==> src/rtl/sfx_tone_mixer.sv <==
// Multi-channel square-wave sound-effect generator with priority/mute mixing,
// mic passthrough with saturation, and the Audio_Controller read/write handshake.
module sfx_tone_mixer #(
    parameter int NUM_CH    = 4,
    parameter int PERIOD_W  = 19,
    parameter int DUR_W     = 16,
    parameter int SAMPLE_W  = 32,
    parameter int AMPLITUDE = 10000000
) (
    input  logic                         iClock,
    input  logic                         iResetn,
    input  logic [NUM_CH-1:0]            iTrigger,
    input  logic [NUM_CH*PERIOD_W-1:0]   iHalfPeriod,
    input  logic [NUM_CH*DUR_W-1:0]      iDuration,
    input  logic                         iPriorityMode,
    input  logic                         iMute,
    input  logic                         iAudioInAvailable,
    input  logic                         iAudioOutAllowed,
    input  logic [SAMPLE_W-1:0]          iMicLeft,
    input  logic [SAMPLE_W-1:0]          iMicRight,
    output logic                         oReadAudioIn,
    output logic                         oWriteAudioOut,
    output logic [SAMPLE_W-1:0]          oLeft,
    output logic [SAMPLE_W-1:0]          oRight,
    output logic [NUM_CH-1:0]            oActive
);

    localparam int MIX_W = SAMPLE_W + 4;
    localparam logic signed [MIX_W-1:0] AMP_POS = MIX_W'(AMPLITUDE);
    localparam logic signed [MIX_W-1:0] AMP_NEG = -AMP_POS;
    localparam logic signed [MIX_W-1:0] SAT_MAX = {{5{1'b0}}, {(SAMPLE_W-1){1'b1}}};
    localparam logic signed [MIX_W-1:0] SAT_MIN = {{5{1'b1}}, {(SAMPLE_W-1){1'b0}}};

    logic                         xfer_s;
    logic [NUM_CH-1:0]            active_r;
    logic [NUM_CH-1:0]            phase_r;
    logic [PERIOD_W-1:0]          cnt_r    [NUM_CH];
    logic [PERIOD_W-1:0]          half_r   [NUM_CH];
    logic [DUR_W-1:0]             remain_r [NUM_CH];
    logic signed [MIX_W-1:0]      mix_s;
    logic signed [MIX_W-1:0]      mix_r;
    logic                         found_s;

    // Square-wave level of one channel; a zero half-period stays silent.
    function automatic logic signed [MIX_W-1:0] tone_level(
        input logic act,
        input logic phase,
        input logic [PERIOD_W-1:0] half
    );
        if (act && (half != PERIOD_W'(0))) begin
            return phase ? AMP_NEG : AMP_POS;
        end else begin
            return MIX_W'(0);
        end
    endfunction

    // Widened signed add of mic and mix, clamped to the sample range.
    function automatic logic [SAMPLE_W-1:0] sat_add(
        input logic [SAMPLE_W-1:0]      mic,
        input logic signed [MIX_W-1:0]  mix
    );
        logic signed [MIX_W-1:0] sum;
        sum = $signed({{4{mic[SAMPLE_W-1]}}, mic}) + mix;
        if (sum > SAT_MAX) begin
            return SAT_MAX[SAMPLE_W-1:0];
        end else if (sum < SAT_MIN) begin
            return SAT_MIN[SAMPLE_W-1:0];
        end else begin
            return sum[SAMPLE_W-1:0];
        end
    endfunction

    assign xfer_s         = iAudioInAvailable & iAudioOutAllowed;
    assign oReadAudioIn   = xfer_s & iResetn;
    assign oWriteAudioOut = xfer_s & iResetn;
    assign oActive        = active_r;

    // Per-channel trigger latch, phase counter and duration countdown.
    always_ff @(posedge iClock or negedge iResetn) begin
        if (!iResetn) begin
            active_r <= NUM_CH'(0);
            phase_r  <= NUM_CH'(0);
            for (int k = 0; k < NUM_CH; k++) begin
                cnt_r[k]    <= PERIOD_W'(0);
                half_r[k]   <= PERIOD_W'(0);
                remain_r[k] <= DUR_W'(0);
            end
        end else begin
            for (int k = 0; k < NUM_CH; k++) begin
                // A trigger overrides the final decrement landing in the same cycle.
                if (iTrigger[k] && (iDuration[k*DUR_W +: DUR_W] != DUR_W'(0))) begin
                    active_r[k] <= 1'b1;
                    phase_r[k]  <= 1'b0;
                    cnt_r[k]    <= PERIOD_W'(0);
                    half_r[k]   <= iHalfPeriod[k*PERIOD_W +: PERIOD_W];
                    remain_r[k] <= iDuration[k*DUR_W +: DUR_W];
                end else if (active_r[k]) begin
                    if (cnt_r[k] == (half_r[k] - PERIOD_W'(1))) begin
                        cnt_r[k]   <= PERIOD_W'(0);
                        phase_r[k] <= ~phase_r[k];
                    end else begin
                        cnt_r[k] <= cnt_r[k] + PERIOD_W'(1);
                    end
                    if (xfer_s) begin
                        remain_r[k] <= remain_r[k] - DUR_W'(1);
                        if (remain_r[k] == DUR_W'(1)) begin
                            active_r[k] <= 1'b0;
                        end
                    end
                end
            end
        end
    end

    // Mix: sum of all channels, or only the lowest-index active one; mute wins.
    always_comb begin
        mix_s   = MIX_W'(0);
        found_s = 1'b0;
        for (int k = 0; k < NUM_CH; k++) begin
            if (!iPriorityMode || !found_s) begin
                mix_s = mix_s + tone_level(active_r[k], phase_r[k], half_r[k]);
            end else begin
                mix_s = mix_s;
            end
            if (active_r[k]) begin
                found_s = 1'b1;
            end else begin
                found_s = found_s;
            end
        end
        if (iMute) begin
            mix_s = MIX_W'(0);
        end else begin
            mix_s = mix_s;
        end
    end

    // Registered mix term feeding the saturating output adders.
    always_ff @(posedge iClock or negedge iResetn) begin
        if (!iResetn) begin
            mix_r <= MIX_W'(0);
        end else begin
            mix_r <= mix_s;
        end
    end

    assign oLeft  = sat_add(iMicLeft,  mix_r);
    assign oRight = sat_add(iMicRight, mix_r);

endmodule
==> config.mk <==
export PLATFORM = sky130hd
export DESIGN_NAME = sfx_tone_mixer
export DESIGN_NICKNAME = d
export VERILOG_FILES = /design/src/rtl/sfx_tone_mixer.sv
export SDC_FILE = /design/constraint.sdc
export NUM_CORES = 1
export LEC_CHECK = 0
export ABC_AREA = 1
export CAP_MARGIN = 20
export CORE_UTILIZATION = 35
export DETAILED_ROUTE_END_ITERATION = 16
export MAX_ROUTING_LAYER = met4
export PLACE_DENSITY = 0.52
export SYNTH_ARGS = -nofsm -noshare
export SYNTH_HDL_FRONTEND = slang
export SYNTH_SLANG_ARGS = --single-unit
==> constraint.sdc <==
create_clock -name iClock -period 5.3 [get_ports iClock]
set_input_delay 1.06 -clock iClock [delete_from_list [all_inputs] [get_ports iClock]]
set_output_delay 1.06 -clock iClock [all_outputs]
set_load 0.02 [all_outputs]
==> impl_metrics.py <==
metrics = {
    "die": {
        "ioPinCount": 284,
        "core_area_sq_um": 69070,
        "die_area_sq_um": 71260,
        "start_util": 0.3557,
        "fp.dieH_microns": 266.9,
        "fp.dieW_microns": 266.9,
        "rows": 96,
    },
    "synth": {
        "synthCells": 3934,
        "synthDistinctLibCells": 53,
        "syn_avg_cell_area_sq_um": 6.245,
        "syn-cell-area_sq_um": 24570,
        "synth_nets": 4289,
        "yosysWarnings": 0,
        "ys_ff_latch": 253,
        "ys_seq_area_frac": 0.2577,
    },
    "clocking": {
        "clock-sinks": 253,
        "clk_pin_slew_ns": 0.06,
        "numCtsBuffers": 34,
        "clock-root-buffer": "clkbuf_16",
        "cts_buffer_depth": 3,
        "worstSkewPairLatency_ns": 0.57,
        "cts_tree": "done",
        "h-tree-depth": 2,
    },
    "global_routing": {
        "antenna_found_initial": 0,
        "grt_pass1_vias": 26761,
        "overflow": 0,
        "grt_max_degree": 69,
        "track_usage": 0.2431,
        "grt_pass1_wl_mm": 136.9,
    },
    "timing": {
        "finalSetupTns_ns": -1.321,
        "grt_setup_unrepaired": "true",
        "fin_crit_sh": 1.031,
        "report.final.setup_viol": 16,
        "maxSlewViolCount": 0,
        "fin_skew_ns": 0.03662,
        "worst_slack_ns": -0.1667,
        "hold_viol_final": 0,
        "tightest_slew_ns": 1.233,
        "slew_headroom": 0.1770,
        "max_freq_ghz": 0.1829,
        "min_period_ns": 5.467,
    },
    "cells_and_area": {
        "fillers": 7007,
        "multi_input_area_sq_um": 17910,
        "nets": 5009,
        "area_delta_synth_final_pct": 43.54,
        "stdcell_area_sq_um": 35270,
        "diodes": 0,
        "drive_gt1_frac": 0.2052,
        "stdcell_count": 5609,
        "area.sequential_sq_um": 6331,
    },
    "run_status": {
        "failed_checks": "setup timing",
        "status": "finished with violations",
    },
    "placement": {
        "dpl-instance-area_sq_um": 31000,
        "io_buffer_count": 283,
        "place_congestion": 0.9330,
        "dp_hpwl_mm": 66.08,
        "dp.cells": 5439,
        "dp_slack_ns": -0.8636,
    },
    "critical_path": {
        "worstSetupEndpointType": "register",
        "cp-startpoint": "half_r[53]$_DFFE_PN0P_",
        "worstPathRequired_ns": 5.71,
        "worstPathArrival_ns": 5.88,
        "cp_max_fo": 5,
        "cpMostUsedCell": "nand2_1",
        "cp_slowest_cell": "dfrtp_1",
        "crit_family": "simple AND/OR/NAND/NOR gates",
        "crit_buf_inv": 9,
        "startpoint_type": "register",
        "max_stage_delay_ns": 0.38,
        "reg2regPathDepth": 40,
        "rrSetupSlack_ns": -0.17,
        "path_class": "register to register",
        "reg2reg_from": "half_r[53]$_DFFE_PN0P_",
        "crit_cells": 40,
    },
    "power_and_ir_drop": {
        "power_frac_seq": 0.185,
        "total_power_w": 0.01219,
        "cellLeakagePower_nw": 17.70,
        "p_sw_w": 0.005214,
        "p_int_w": 0.006971,
        "swShare": 0.4279,
        "clockPowerShare": 0.195,
        "ir_drop_mv": 0.2203,
        "combPwrFrac": 0.620,
        "power_density_nw_per_um2": 345.5,
    },
    "drt": {
        "first_pass_iters": 5,
        "routed_wl_mm": 84.74,
        "first_iter_violations": 1538,
        "antenna_left": 0,
        "dr_total_vias": 27128,
        "routed_via_density": 4.837,
        "drt_drc_violations_left": 0,
        "wl_per_cell_microns": 15.11,
    },
    "min_path": {
        "hp-class": "primary input to asynchronous set/reset pin",
    },
    "job": {
        "maxCapViolCount": 0,
    },
}
[metrics by stage]
stage	utilization	hold slack (ns)
floorplan	-	0.4651
finish	0.5106	0.4650
global placement	0.4489	0.4865
CTS	0.4924	0.4553
detailed placement	0.4489	0.4937
global route	0.5106	0.4956
[synthesized netlist by cell type, drive strengths merged]
library cell     n  area (sq um)
a21oi          187         935.9
nor2           446          1767
o2111ai          1         8.760
nor3b            1         7.510
nand2b           2         12.51
nand2         1351          5124
and2             5         31.28
xor2           135          1197
a21o             3         22.52
dfrtp          253          6331
clkbuf          43         161.4
nand4           85         531.8
o211ai          25         187.7
mux2i            1         10.01
xnor3            3         71.32
nor4            21         131.4
o21bai          21         157.7
a221oi           2         17.52
buf             32         205.2
xnor2           84         735.7
inv            522          1962
o22ai           26         162.7
nand3b          32         240.2
o21ai          139         703.2
fa               6         120.1
nand3          256          1306
clkinv           6         22.52
a31oi           10         62.56
o21a             5         37.54
a31o             1         8.760
o41ai            1         8.760
o311ai           4         35.03
nor3            48         245.2
o221ai          19         166.4
or2             18         112.6
ha             135          1689
a21boi           5         37.54
[worst reg2reg max path: cells and delay by family, from the launching register on]
family	cells	cell delay, ns
AO/OA/AOI/OAI	9	1.12
XOR/XNOR	1	0.14
adder cells (fa/ha/maj)	5	1.08
flip-flops	1	0.38
AND/OR/NAND/NOR	16	1.83
buffers and inverters	9	0.77
[cell families after synthesis]
| kind of cell | after synthesis | synth area share |
|---|---|---|
| xor gates and xnor gates | 222 | 0.08159 |
| and+or+nand+nor | 2265 | 0.3871 |
| muxes | 1 | 0.0004075 |
| adders and majority gates | 141 | 0.07364 |
| DFF | 253 | 0.2577 |
| AOI/OAI and AO/OA | 449 | 0.1039 |
| buffers and inverters | 603 | 0.09570 |
[layout by cell type (no fill, tap or decap), types with 63 or more instances in the layout]
cell and count:
a21oi_1 125, buf_4 449, clkdlybuf4s50_1 219, dfrtp_1 253, dlymetal6s2s_1 63, ha_1 83
inv_1 484, nand2_1 1255, nand2_2 76, nand3_1 218, nand4_1 85, nor2_1 371
o21ai_0 100, xnor2_1 82, xor2_1 133
[flip-flops by register name, summed over array words and instances, names as in the netlist]
signal,count
oActive,4
half_r,76
phase_r,4
cnt_r,76
remain_r,64
mix_r,29
[path summary, 6_finish.rpt]
| check | to |
|---|---|
| worst min register to register | remain_r[47]$_DFFE_PN0P_ |
| max in group asynchronous | mix_r[34]$_DFF_PN0_ |
| worst min-delay path | remain_r[52]$_DFFE_PN0P_ |
| min in group iClock | remain_r[47]$_DFFE_PN0P_ |
| worst max register to register | mix_r[33]$_DFF_PN0_ |
| worst max-delay path | mix_r[33]$_DFF_PN0_ |
[cell type report]
| class | count | share of cell area |
|---|---|---|
| clock inverters | 12 | 0.004470 |
| clock buffers | 48 | 0.02817 |
| inverters | 528 | 0.05634 |
| flip-flops and latches | 253 | 0.1795 |
| multi-input cells | 3078 | 0.5079 |
| repair buffers | 759 | 0.1906 |
| well taps | 931 | 0.03303 |
[routing by layer]
| layer | vias up | track usage | share of wire |
|---|---|---|---|
| li1 | 14055 | - | - |
| met1 | 12461 | 0.3014 | 0.46 |
| met2 | 495 | 0.4236 | 0.49 |
| met3 | 117 | 0.02196 | 0.033 |
| met4 | 0 | 0.05965 | 0.024 |
| met5 | - | - | 0 |
[timing repair]
item                                    CTS  global route
hold buffers                              0             0
gates resized for setup                 304           268
pin swaps                               118            92
endpoints found under the setup margin   24            87
buffers inserted                         99            13
[power groups by stage]
stage	Sequential [W]	Combinational, W	Clock (W)
final	0.00226	0.00755	0.00237
after global routing	0.00228	0.00825	0.00251
after CTS	0.00226	0.00710	0.00245
after detailed placement	0.00229	0.00627	0
after global placement	0.00229	0.00628	0
after floorplan	0.00224	0.00347	0
(Power assumes the default switching activity.)
